**src/rtl/rts_pkg.sv**
```systemverilog
// Shared state encoding, reset values and default widths for the RTS BIST controller.
package rts_pkg;

    localparam int unsigned DEF_NUM_CHAINS = 4;
    localparam int unsigned DEF_SHIFT_W    = 8;
    localparam int unsigned DEF_ROUND_W    = 16;

    localparam int unsigned STATE_W = 3;

    localparam logic [STATE_W-1:0] ST_IDLE    = 3'd0;
    localparam logic [STATE_W-1:0] ST_INIT    = 3'd1;
    localparam logic [STATE_W-1:0] ST_SHIFT   = 3'd2;
    localparam logic [STATE_W-1:0] ST_CAPTURE = 3'd3;
    localparam logic [STATE_W-1:0] ST_FLUSH   = 3'd4;
    localparam logic [STATE_W-1:0] ST_DONE    = 3'd5;

    localparam logic RST_INTERNAL_RST = 1'b1;
    localparam logic RST_NBART        = 1'b0;
    localparam logic RST_EN           = 1'b0;

    // FLUSH drives exactly the same scan outputs as SHIFT.
    function automatic logic is_scan_state(input logic [STATE_W-1:0] st);
        return (st == ST_SHIFT) || (st == ST_FLUSH);
    endfunction

endpackage

```
**src/rtl/rts_down_counter.sv**
```systemverilog
// Loadable down-counter that times the shift phase; stops at zero instead of wrapping.
module rts_down_counter #(
    parameter int unsigned W = 8
) (
    input  logic         i_clk,
    input  logic         i_rst_n,
    input  logic         i_load,
    input  logic [W-1:0] i_load_val,
    input  logic         i_dec,
    output logic         o_zero,
    output logic         o_one
);

    logic [W-1:0] r_count;

    always_ff @(posedge i_clk or negedge i_rst_n) begin
        if (!i_rst_n) begin
            r_count <= '0;
        end else if (i_load) begin
            r_count <= i_load_val;
        end else if (i_dec && (r_count != '0)) begin
            r_count <= r_count - W'(1);
        end
    end

    assign o_zero = (r_count == '0);
    assign o_one  = (r_count == W'(1));

endmodule

```
**src/rtl/rts_multichain_controller.sv**
```systemverilog
// RTS BIST sequencer: init, shift and capture phases over a runtime number of rounds.
// Optional build macro RTS_FLUSH_EN adds a final unload (FLUSH) phase before DONE.
module rts_multichain_controller
    import rts_pkg::*;
#(
    parameter int unsigned NUM_CHAINS = DEF_NUM_CHAINS,
    parameter int unsigned SHIFT_W    = DEF_SHIFT_W,
    parameter int unsigned ROUND_W    = DEF_ROUND_W
) (
    input  logic                  clk,
    input  logic                  masterRst_n,
    input  logic                  start,
    input  logic [SHIFT_W-1:0]    shift_len,
    input  logic [ROUND_W-1:0]    num_rounds,
    input  logic [NUM_CHAINS-1:0] chain_mask,
    output logic                  internalRst,
    output logic                  NbarT,
    output logic                  PRPG_En,
    output logic                  MISR_En,
    output logic [NUM_CHAINS-1:0] SRSG_En,
    output logic [NUM_CHAINS-1:0] SISA_En,
    output logic                  busy,
    output logic                  done,
    output logic [ROUND_W-1:0]    round_cnt
);

    logic [STATE_W-1:0]    r_state;
    logic [STATE_W-1:0]    w_state_d;

    logic [SHIFT_W-1:0]    r_shift_len;
    logic [ROUND_W-1:0]    r_num_rounds;
    logic [NUM_CHAINS-1:0] r_mask;
    logic [ROUND_W-1:0]    r_round_cnt;

    logic                  r_internal_rst;
    logic                  r_nbart;
    logic                  r_prpg_en;
    logic                  r_misr_en;
    logic [NUM_CHAINS-1:0] r_srsg_en;
    logic [NUM_CHAINS-1:0] r_sisa_en;
    logic                  r_busy;
    logic                  r_done;

    logic                  w_accept;
    logic                  w_cnt_load;
    logic                  w_cnt_dec;
    logic                  w_cnt_zero;
    logic                  w_cnt_one;
    logic                  w_shift_end;
    logic                  w_last_round;
    logic                  w_scan_d;

    assign w_accept     = (r_state == ST_IDLE) && start;
    assign w_cnt_load   = (r_state == ST_INIT) || (r_state == ST_CAPTURE);
    assign w_cnt_dec    = is_scan_state(r_state);
    // Zero is never reached inside a scan phase; treated as an end for robustness.
    assign w_shift_end  = w_cnt_one || w_cnt_zero;
    assign w_last_round = (r_round_cnt == (r_num_rounds - ROUND_W'(1)));

    rts_down_counter #(
        .W (SHIFT_W)
    ) u_shift_cnt (
        .i_clk      (clk),
        .i_rst_n    (masterRst_n),
        .i_load     (w_cnt_load),
        .i_load_val (r_shift_len),
        .i_dec      (w_cnt_dec),
        .o_zero     (w_cnt_zero),
        .o_one      (w_cnt_one)
    );

    always_comb begin
        w_state_d = r_state;
        case (r_state)
            ST_IDLE: begin
                if (start) w_state_d = ST_INIT;
            end
            ST_INIT: begin
                if (r_num_rounds == '0)     w_state_d = ST_DONE;
                else if (r_shift_len == '0) w_state_d = ST_CAPTURE;
                else                        w_state_d = ST_SHIFT;
            end
            ST_SHIFT: begin
                if (w_shift_end) w_state_d = ST_CAPTURE;
            end
            ST_CAPTURE: begin
                if (w_last_round) begin
`ifdef RTS_FLUSH_EN
                    w_state_d = (r_shift_len == '0) ? ST_DONE : ST_FLUSH;
`else
                    w_state_d = ST_DONE;
`endif
                end else if (r_shift_len == '0) begin
                    w_state_d = ST_CAPTURE;
                end else begin
                    w_state_d = ST_SHIFT;
                end
            end
`ifdef RTS_FLUSH_EN
            ST_FLUSH: begin
                if (w_shift_end) w_state_d = ST_DONE;
            end
`endif
            ST_DONE: begin
                w_state_d = ST_IDLE;
            end
            default: begin
                w_state_d = ST_IDLE;
            end
        endcase
    end

    assign w_scan_d = is_scan_state(w_state_d);

    always_ff @(posedge clk or negedge masterRst_n) begin
        if (!masterRst_n) begin
            r_state      <= ST_IDLE;
            r_shift_len  <= '0;
            r_num_rounds <= '0;
            r_mask       <= '0;
            r_round_cnt  <= '0;
        end else begin
            r_state <= w_state_d;
            if (w_accept) begin
                r_shift_len  <= shift_len;
                r_num_rounds <= num_rounds;
                r_mask       <= chain_mask;
                r_round_cnt  <= '0;
            end else if ((r_state == ST_CAPTURE) && (r_round_cnt != r_num_rounds)) begin
                r_round_cnt <= r_round_cnt + ROUND_W'(1);
            end
        end
    end

    // Outputs are decoded from the next state so they line up with the registered state.
    always_ff @(posedge clk or negedge masterRst_n) begin
        if (!masterRst_n) begin
            r_internal_rst <= RST_INTERNAL_RST;
            r_nbart        <= RST_NBART;
            r_prpg_en      <= RST_EN;
            r_misr_en      <= RST_EN;
            r_srsg_en      <= {NUM_CHAINS{RST_EN}};
            r_sisa_en      <= {NUM_CHAINS{RST_EN}};
            r_busy         <= 1'b0;
            r_done         <= 1'b0;
        end else begin
            r_internal_rst <= (w_state_d == ST_INIT);
            r_nbart        <= w_scan_d;
            r_prpg_en      <= (w_state_d == ST_CAPTURE);
            r_misr_en      <= (w_state_d == ST_CAPTURE);
            r_srsg_en      <= w_scan_d ? r_mask : '0;
            r_sisa_en      <= w_scan_d ? r_mask : '0;
            r_busy         <= (w_state_d != ST_IDLE);
            r_done         <= (w_state_d == ST_DONE);
        end
    end

    assign internalRst = r_internal_rst;
    assign NbarT       = r_nbart;
    assign PRPG_En     = r_prpg_en;
    assign MISR_En     = r_misr_en;
    assign SRSG_En     = r_srsg_en;
    assign SISA_En     = r_sisa_en;
    assign busy        = r_busy;
    assign done        = r_done;
    assign round_cnt   = r_round_cnt;

endmodule

```
**config.mk**
```make
export PLATFORM = sky130hd
export DESIGN_NAME = rts_multichain_controller
export DESIGN_NICKNAME = d
export VERILOG_FILES = /design/src/rtl/rts_pkg.sv /design/src/rtl/rts_down_counter.sv /design/src/rtl/rts_multichain_controller.sv
export SDC_FILE = /design/constraint.sdc
export NUM_CORES = 1
export LEC_CHECK = 0
export ABC_CLOCK_PERIOD_IN_PS = 4200
export CAP_MARGIN = 40
export CORE_MARGIN = 1.5
export CORE_UTILIZATION = 45
export DETAILED_ROUTE_END_ITERATION = 6
export GPL_TIMING_DRIVEN = 0
export HOLD_SLACK_MARGIN = 0.15
export PLACE_DENSITY = 0.76
export SYNTH_ARGS = -nofsm -noshare
export SYNTH_HDL_FRONTEND = slang
export SYNTH_HIERARCHICAL = 1
export SYNTH_SLANG_ARGS = --single-unit
```
**constraint.sdc**
```tcl
create_clock -name clk -period 4.2 [get_ports clk]
set_input_delay 0.63 -clock clk [delete_from_list [all_inputs] [get_ports clk]]
set_output_delay 0.63 -clock clk [all_outputs]
set_load 0.05 [all_outputs]
```
# Word-level counts from Yosys, hierarchy flattened
# Cells that the tools add are included.
[word_totals]
regBits = 64
in_bits = 31
out_inout_bits = 30
word_cells = 53
[classes]
add_sub_neg = 3
eq_ne = 12
muxes = 11
n_reduce_logical = 15
[op_table]
columns = ["operator", "n"]
rows = [
  ["16-bit 2-to-1 mux", 2],
  ["16-bit by 1-bit adder with 16-bit output, second input constant", 1],
  ["16-bit == test", 1],
  ["16-bit logical NOT", 1],
  ["8-bit logical NOT", 2],
  ["8-bit 2-to-1 mux", 2],
  ["16-bit inequality test", 1],
  ["16-bit by 1-bit subtractor with 16-bit output, second input constant", 1],
  ["3-bit by 2-bit == test with 1-bit output, second input constant", 4],
  ["3-bit 2-to-1 mux", 4],
  ["3-bit one-hot mux with 4 select lines", 1],
  ["3-bit == test, second input constant", 3],
  ["8-bit by 1-bit == test with 1-bit output, second input constant", 1],
  ["8-bit nonzero test", 1],
  ["8-bit by 1-bit subtractor with 8-bit output, second input constant", 1],
  ["3-bit by 1-bit == test with 1-bit output, second input constant", 2],
  ["1-bit logical OR", 4],
  ["4-bit 2-to-1 mux", 1],
  ["2-bit nonzero test", 2],
  ["1-bit logical AND", 3],
  ["3-bit logical NOT", 1],
  ["3-bit nonzero test", 1],
  ["1-bit 2-to-1 mux", 1],
]

# Logic depth before layout (Yosys ltp)
[logic_depth]
depth_word = 7
depth_mapped = 9
ltp_nobuf = 9

# By module
# The synthesis kept the hierarchy.
[by_module_without_submodules]
columns = ["module", "n_inst", "cells_per_inst", "area_per_inst_um2", "seq_area_each_um2"]
rows = [
  ["rts_multichain_controller", 1, 260, 2880.3, 1402.6],
  ["rts_down_counter", 1, 65, 589.3, 200.2],
]

# Worst setup path before layout
# No wires, ideal clock.
[synth_path]
kind = "flip-flop to flip-flop"
startpoint = "register r_round_cnt[12], in the netlist round_cnt[12]"
endpoint = "register r_round_cnt[14], in the netlist round_cnt[14]"
setup_ns = 0.132
arrival_ns = 2.299
t_required_ns = 4.068
setup_slack_ns = 1.770
path_stages_with_launch = 8
path_buffers = 0
period_less_slack_ns = 2.430
cell_sequence = "dfrtp_1 > xor2_1 > or4b_1 > nor4_1 > a2111oi_2 > and3_1 > xnor2_1 > nor2_1"
[synth_between]
elab_chain_len = 3
elab_cells_between_ends = 6
classes_between = "add/sub: 1; eq/ne: 1; mux: 2; reduce/logical: 2"
[synth_rtl]
columns = ["item", "line_no", "rtl"]
rows = [
  ["from (decl)", "rts_multichain_controller.sv:33", "logic [ROUND_W-1:0] r_round_cnt;"],
  ["from (signal assigned)", "rts_multichain_controller.sv:130", "r_round_cnt <= r_round_cnt + ROUND_W'(1);"],
  ["16-bit by 1-bit adder with 16-bit output or 16-bit inequality test (tied branches)", "rts_multichain_controller.sv:130, rts_multichain_controller.sv:129", ""],
  ["16-bit 2-to-1 mux or 1-bit logical AND (tied branches)", "rts_multichain_controller.sv:129", "end else if ((r_state == ST_CAPTURE) && (r_round_cnt != r_num_rounds)) begin"],
  ["16-bit 2-to-1 mux or 2-bit nonzero test (tied branches)", "--", ""],
]
# Parallel ways exist; a longest one is shown, timed or not. The select of a mux whose other input is x is not followed.
# A chain may end at the register's enable or synchronous reset.

# Worst setup path in the final report
[layout_path]
startpoint = "register r_num_rounds[0]"
endpoint = "register r_busy, in the netlist busy"
[layout_between]
elab_chain_len = 5
elab_cells_between_ends = 7
classes_between = "add/sub: 1; eq/ne: 1; mux: 3; reduce/logical: 2"
[layout_rtl]
columns = ["item", "line_no", "rtl"]
rows = [
  ["from (decl)", "rts_multichain_controller.sv:31", "logic [ROUND_W-1:0] r_num_rounds;"],
  ["from (signal assigned)", "rts_multichain_controller.sv:126", "r_num_rounds <= num_rounds;"],
  ["16-bit by 1-bit subtractor with 16-bit output", "rts_multichain_controller.sv:58", "assign w_last_round = (r_round_cnt == (r_num_rounds - ROUND_W'(1)));"],
  ["16-bit == test", "rts_multichain_controller.sv:58", ""],
  ["3-bit 2-to-1 mux", "rts_multichain_controller.sv:87", "if (w_last_round) begin"],
  ["3-bit one-hot mux with 4 select lines *", "rts_multichain_controller.sv:74", "case (r_state)"],
  ["net w_state_d[1]", "rts_multichain_controller.sv:28", "logic [STATE_W-1:0] w_state_d;"],
  ["3-bit nonzero test *", "rts_multichain_controller.sv:153", "r_busy <= (w_state_d != ST_IDLE);"],
  ["to (signal assigned)", "rts_multichain_controller.sv:153", ""],
  ["to (decl)", "rts_multichain_controller.sv:41", "logic r_busy;"],
]
# The timed path passes the listed nets; every way through them passes the cells marked *.

==> results list <==
- Outcome: complete, no violations
- Setup crit end kind: register
- At the pin with the least slew margin, the transition time is 0.806 ns.
- The startpoint identified for the worst register-to-register timing path is r_num_rounds[0].
* DP HPWL: 5.73 mm
- Ys flop type: dfrtp_1
- Clock H-tree levels: 3
- Endpoint required time on the critical path: 4.42 ns
- Number of cells on the worst reg-to-reg path: 9
* Hold-fix buffer count after cts: 0
* Mux cell area share after synthesis: 0.0869
- Across every metal layer, demand over resource in global routing totals 0.208.
- Avg Inst Size Synth: 10.7 um^2
* Post-detailed-routing wire length: 8.01 mm
* Simple-gate portion of the synthesized area: 0.206
* EDFF count, synth: 0
* Clock slew at the register clock pins of the worst setup and hold paths: 0.07 ns
- Chip height: 90.8 um
- Instance count on the critical path: 9
* Master cell of the clock root buffer: clkbuf_8
* Post-Synthesis Net Count: 361
- Post-synthesis compound-gate area fraction: 0.0876
- In this run the count of I/O pins placed on the die edge is 61.
- Chain of cells forming the critical path: inv_1, ha_1, nor2b_1, and4b_1, xnor2_1, o2111ai_1, nor4_4, a211oi_2, or3b_1
- The worst path needs 2.76 ns of the cycle, external delays included.
- Setup Skew: 0.00986 ns
* Drt first pass iters: 4
* Wire length per cell: 16.0 um
* Hold slack: 0.363 ns
- For the final routed database, the setup TNS stands at 0 ns.
- Counting the fill cells in the layout gives 663.
- Drt drc: 0
* Crit Path Class: register to register
- Clock latency on the worst-skew pair: 0.34 ns
- Following the worst setup path forward leads to its endpoint at busy.
- Register area: 0.00160 mm^2
- Post-synthesis sequential area ratio: 0.462
* Core region area: 0.00737 mm^2
- Proportion of synthesized flip-flops having asynchronous set or reset: 1.00
- RSZ-0062 raised after global routing: false
* Total power per unit cell area: 721 mW/mm^2
* Global-route wire length before repair: 13.5 mm
- Using the TritonRoute via totals, the vias-per-cell ratio works out to 5.51.
- Initial core utilization: 0.471
* Xor/xnor share of the synthesized area: 0.103
- Final hold vios: 0
- Among all stages on the critical path, the largest delay is contributed by dfrtp_1.
* Area of the mapped netlist: 0.00347 mm^2
- After clock tree synthesis, the setup repair step added 0 buffers.
- The netlist uses 56 different library cells.
* Launching element of the worst setup path: r_num_rounds[0]
- Vias after detailed routing: 2762
- Entering global routing, the biggest net connects 65 pins.
- Setup violations remaining at the end of the flow were counted as 0.
* Final cycle utilization of the critical path: 0.658
- Ratio of cells with drive above 1 in the final layout: 0.147
- Cell type with the highest aggregate area in the netlist: dfrtp_1
* Internal reg-to-reg setup slack: 1.44 ns
- After global routing the overflow that remains totals 0.
- Dominant combinational cell family by area after synthesis: simple AND/OR/NAND/NOR gates
- Of all nets on the critical path, the largest fanout is 8.
* Highest attainable clock frequency: 362 MHz
- Diode insertion count for antenna repair: 0
- The floorplan step set the die width to 90.8 um.
* Initial antenna violation count: 0
* Quantity of gates resized following cts: 0
- Summed over all cells, the static leakage comes to 1.82 nW.
- In the synthesized netlist, the cells that appear most often are 63 x dfrtp_1, 30 x nor2_1, 29 x xor2_1.
* WP buf/inv: 1
* Final number of max-transition violations: 0
- Remaining max-slew budget at the tightest pin: 0.463
- The worst setup path is launched from a register.
* Clock sink count: 64
- Area Overhead vs Synth: 26.2%
* Synth area leaders: dfrtp_1 45%, mux2_2 8.1%, xor2_1 7.3%
- Data arrival time of the critical path: 2.98 ns
* Worst stage delay on the critical path: 0.41 ns
* Full die area: 0.00825 mm^2
* Area fraction of the dominant cell type after synthesis: 0.454
- Total clock buffers created by CTS: 9
- Most frequently used cell type in the post-synthesis netlist: dfrtp_1
- The multi-input combinational cells in the finished layout cover a total of 0.00174 mm^2.
- Iteration-0 DRC count of the detailed router: 160
* TritonCTS clock tree: yes
- Hold Crit Class: input pin to asynchronous set/reset pin
* Post-Synthesis Cells: 325
- In the final design database the tool counted 433 nets.
- CTS Buffer Depth: 2
* Via count of the first global-routing pass: 2782
* Number of core rows: 31
- Total of warnings raised by yosys: 6
- Counting flops and latches in the post-synthesis netlist gives 64.
- Port buffering added 60 buffers.
- Worst IR drop on VDD: 0.321 mV
* Number of max-capacitance violations reported: 0
- The worst register-to-register path ends at busy.
* Cell type group with the largest total delay on the critical path: simple AND/OR/NAND/NOR gates
* Arithmetic-cell share of the synthesized area counting full adders, half adders and majority gates: 0.0180
- Routability Congestion: 0.897
- Post-DRT Antenna Nets: 0
per-layer routing:
layer	vias to the layer above	GRT usage	routed length, um
met2	80	0.348	3960
li1	1309	-	-
met1	1360	0.256	3490
met5	-	0	0
met4	0	0.0703	114
met3	13	0.0614	443
power breakdown:
group	switching (mW)	total (mW)	internal (mW)	leakage, nW
clock	0.240	0.484	0.244	0.0951
combinational	0.846	1.50	0.659	0.935
sequential	0.302	1.17	0.865	0.786
total	1.39	3.16	1.77	1.82
kinds of logic (layout without fill, tap and decap cells):
kind of cell,count (synthesis),after routing
xor+xnor,41,41
buf+inv,24,101
simple gates,122,122
flops,64,64
compound gates,42,42
fa+ha+maj,5,5
mux,27,27
registers in the layout, summed over array words and instances (netlist names):
| name | cells |
|---|---|
| MISR_En | 1 |
| u_shift_cnt/r_count | 8 |
| internalRst | 1 |
| r_state | 3 |
| NbarT | 1 |
| round_cnt | 16 |
| r_shift_len | 8 |
| r_mask | 4 |
| r_num_rounds | 16 |
| done | 1 |
| SISA_En | 4 |
| busy | 1 |
per-stage QoR:
step                utilization  cells  cell area (um^2)  power (mW)  setup WS, ns
global placement          0.569    484              4190        2.63         0.449
finish                    0.594    501              4380        3.16          1.44
global route              0.594    501              4380        3.36          1.19
CTS                       0.594    501              4380        3.17          1.42
detailed placement        0.569    485              4200        2.67          1.43
floorplan                     -    325              3470        2.22          1.77
cell type report:
cell class | instances | share of cell area
buffer | 16 | 0.0214
clock buffer | 11 | 0.0346
clock inverter | 5 | 0.00714
inverter | 8 | 0.00686
multi-input combinational | 237 | 0.398
sequential | 64 | 0.366
tap | 99 | 0.0283
timing repair buffer | 61 | 0.138
cells in the final DEF (no fill, tap or decap), types with 4 or more instances in the layout:
master	n
a21oi_1	7
a31oi_1	5
and2_1	6
and3_1	9
buf_4	6
clkbuf_1	8
clkbuf_8	11
clkdlybuf4s50_1	59
dfrtp_1	63
ha_1	5
inv_1	7
mux2_2	25
nand2_1	13
nand3_1	11
nand4_1	7
nor2_1	30
nor2b_1	5
nor3_1	5
nor3b_1	4
nor4_1	7
o2111ai_1	5
o21ai_0	6
xnor2_1	12
xor2_1	29
worst min path at each step:
| stage | start | end | slack, ns | cells after the start |
|---|---|---|---|---|
| floorplan | masterRst_n | MISR_En | 0.33 | 0 |
| global placement | r_mask[0] | r_mask[0] | 0.48 | 1 |
| detailed placement | r_mask[2] | r_mask[2] | 0.49 | 1 |
| CTS | masterRst_n | r_shift_len[5] | 0.40 | 1 |
| global route | masterRst_n | r_shift_len[5] | 0.43 | 1 |
| finish | masterRst_n | u_shift_cnt/r_count[3] | 0.36 | 1 |
(Power assumes the default switching activity.)
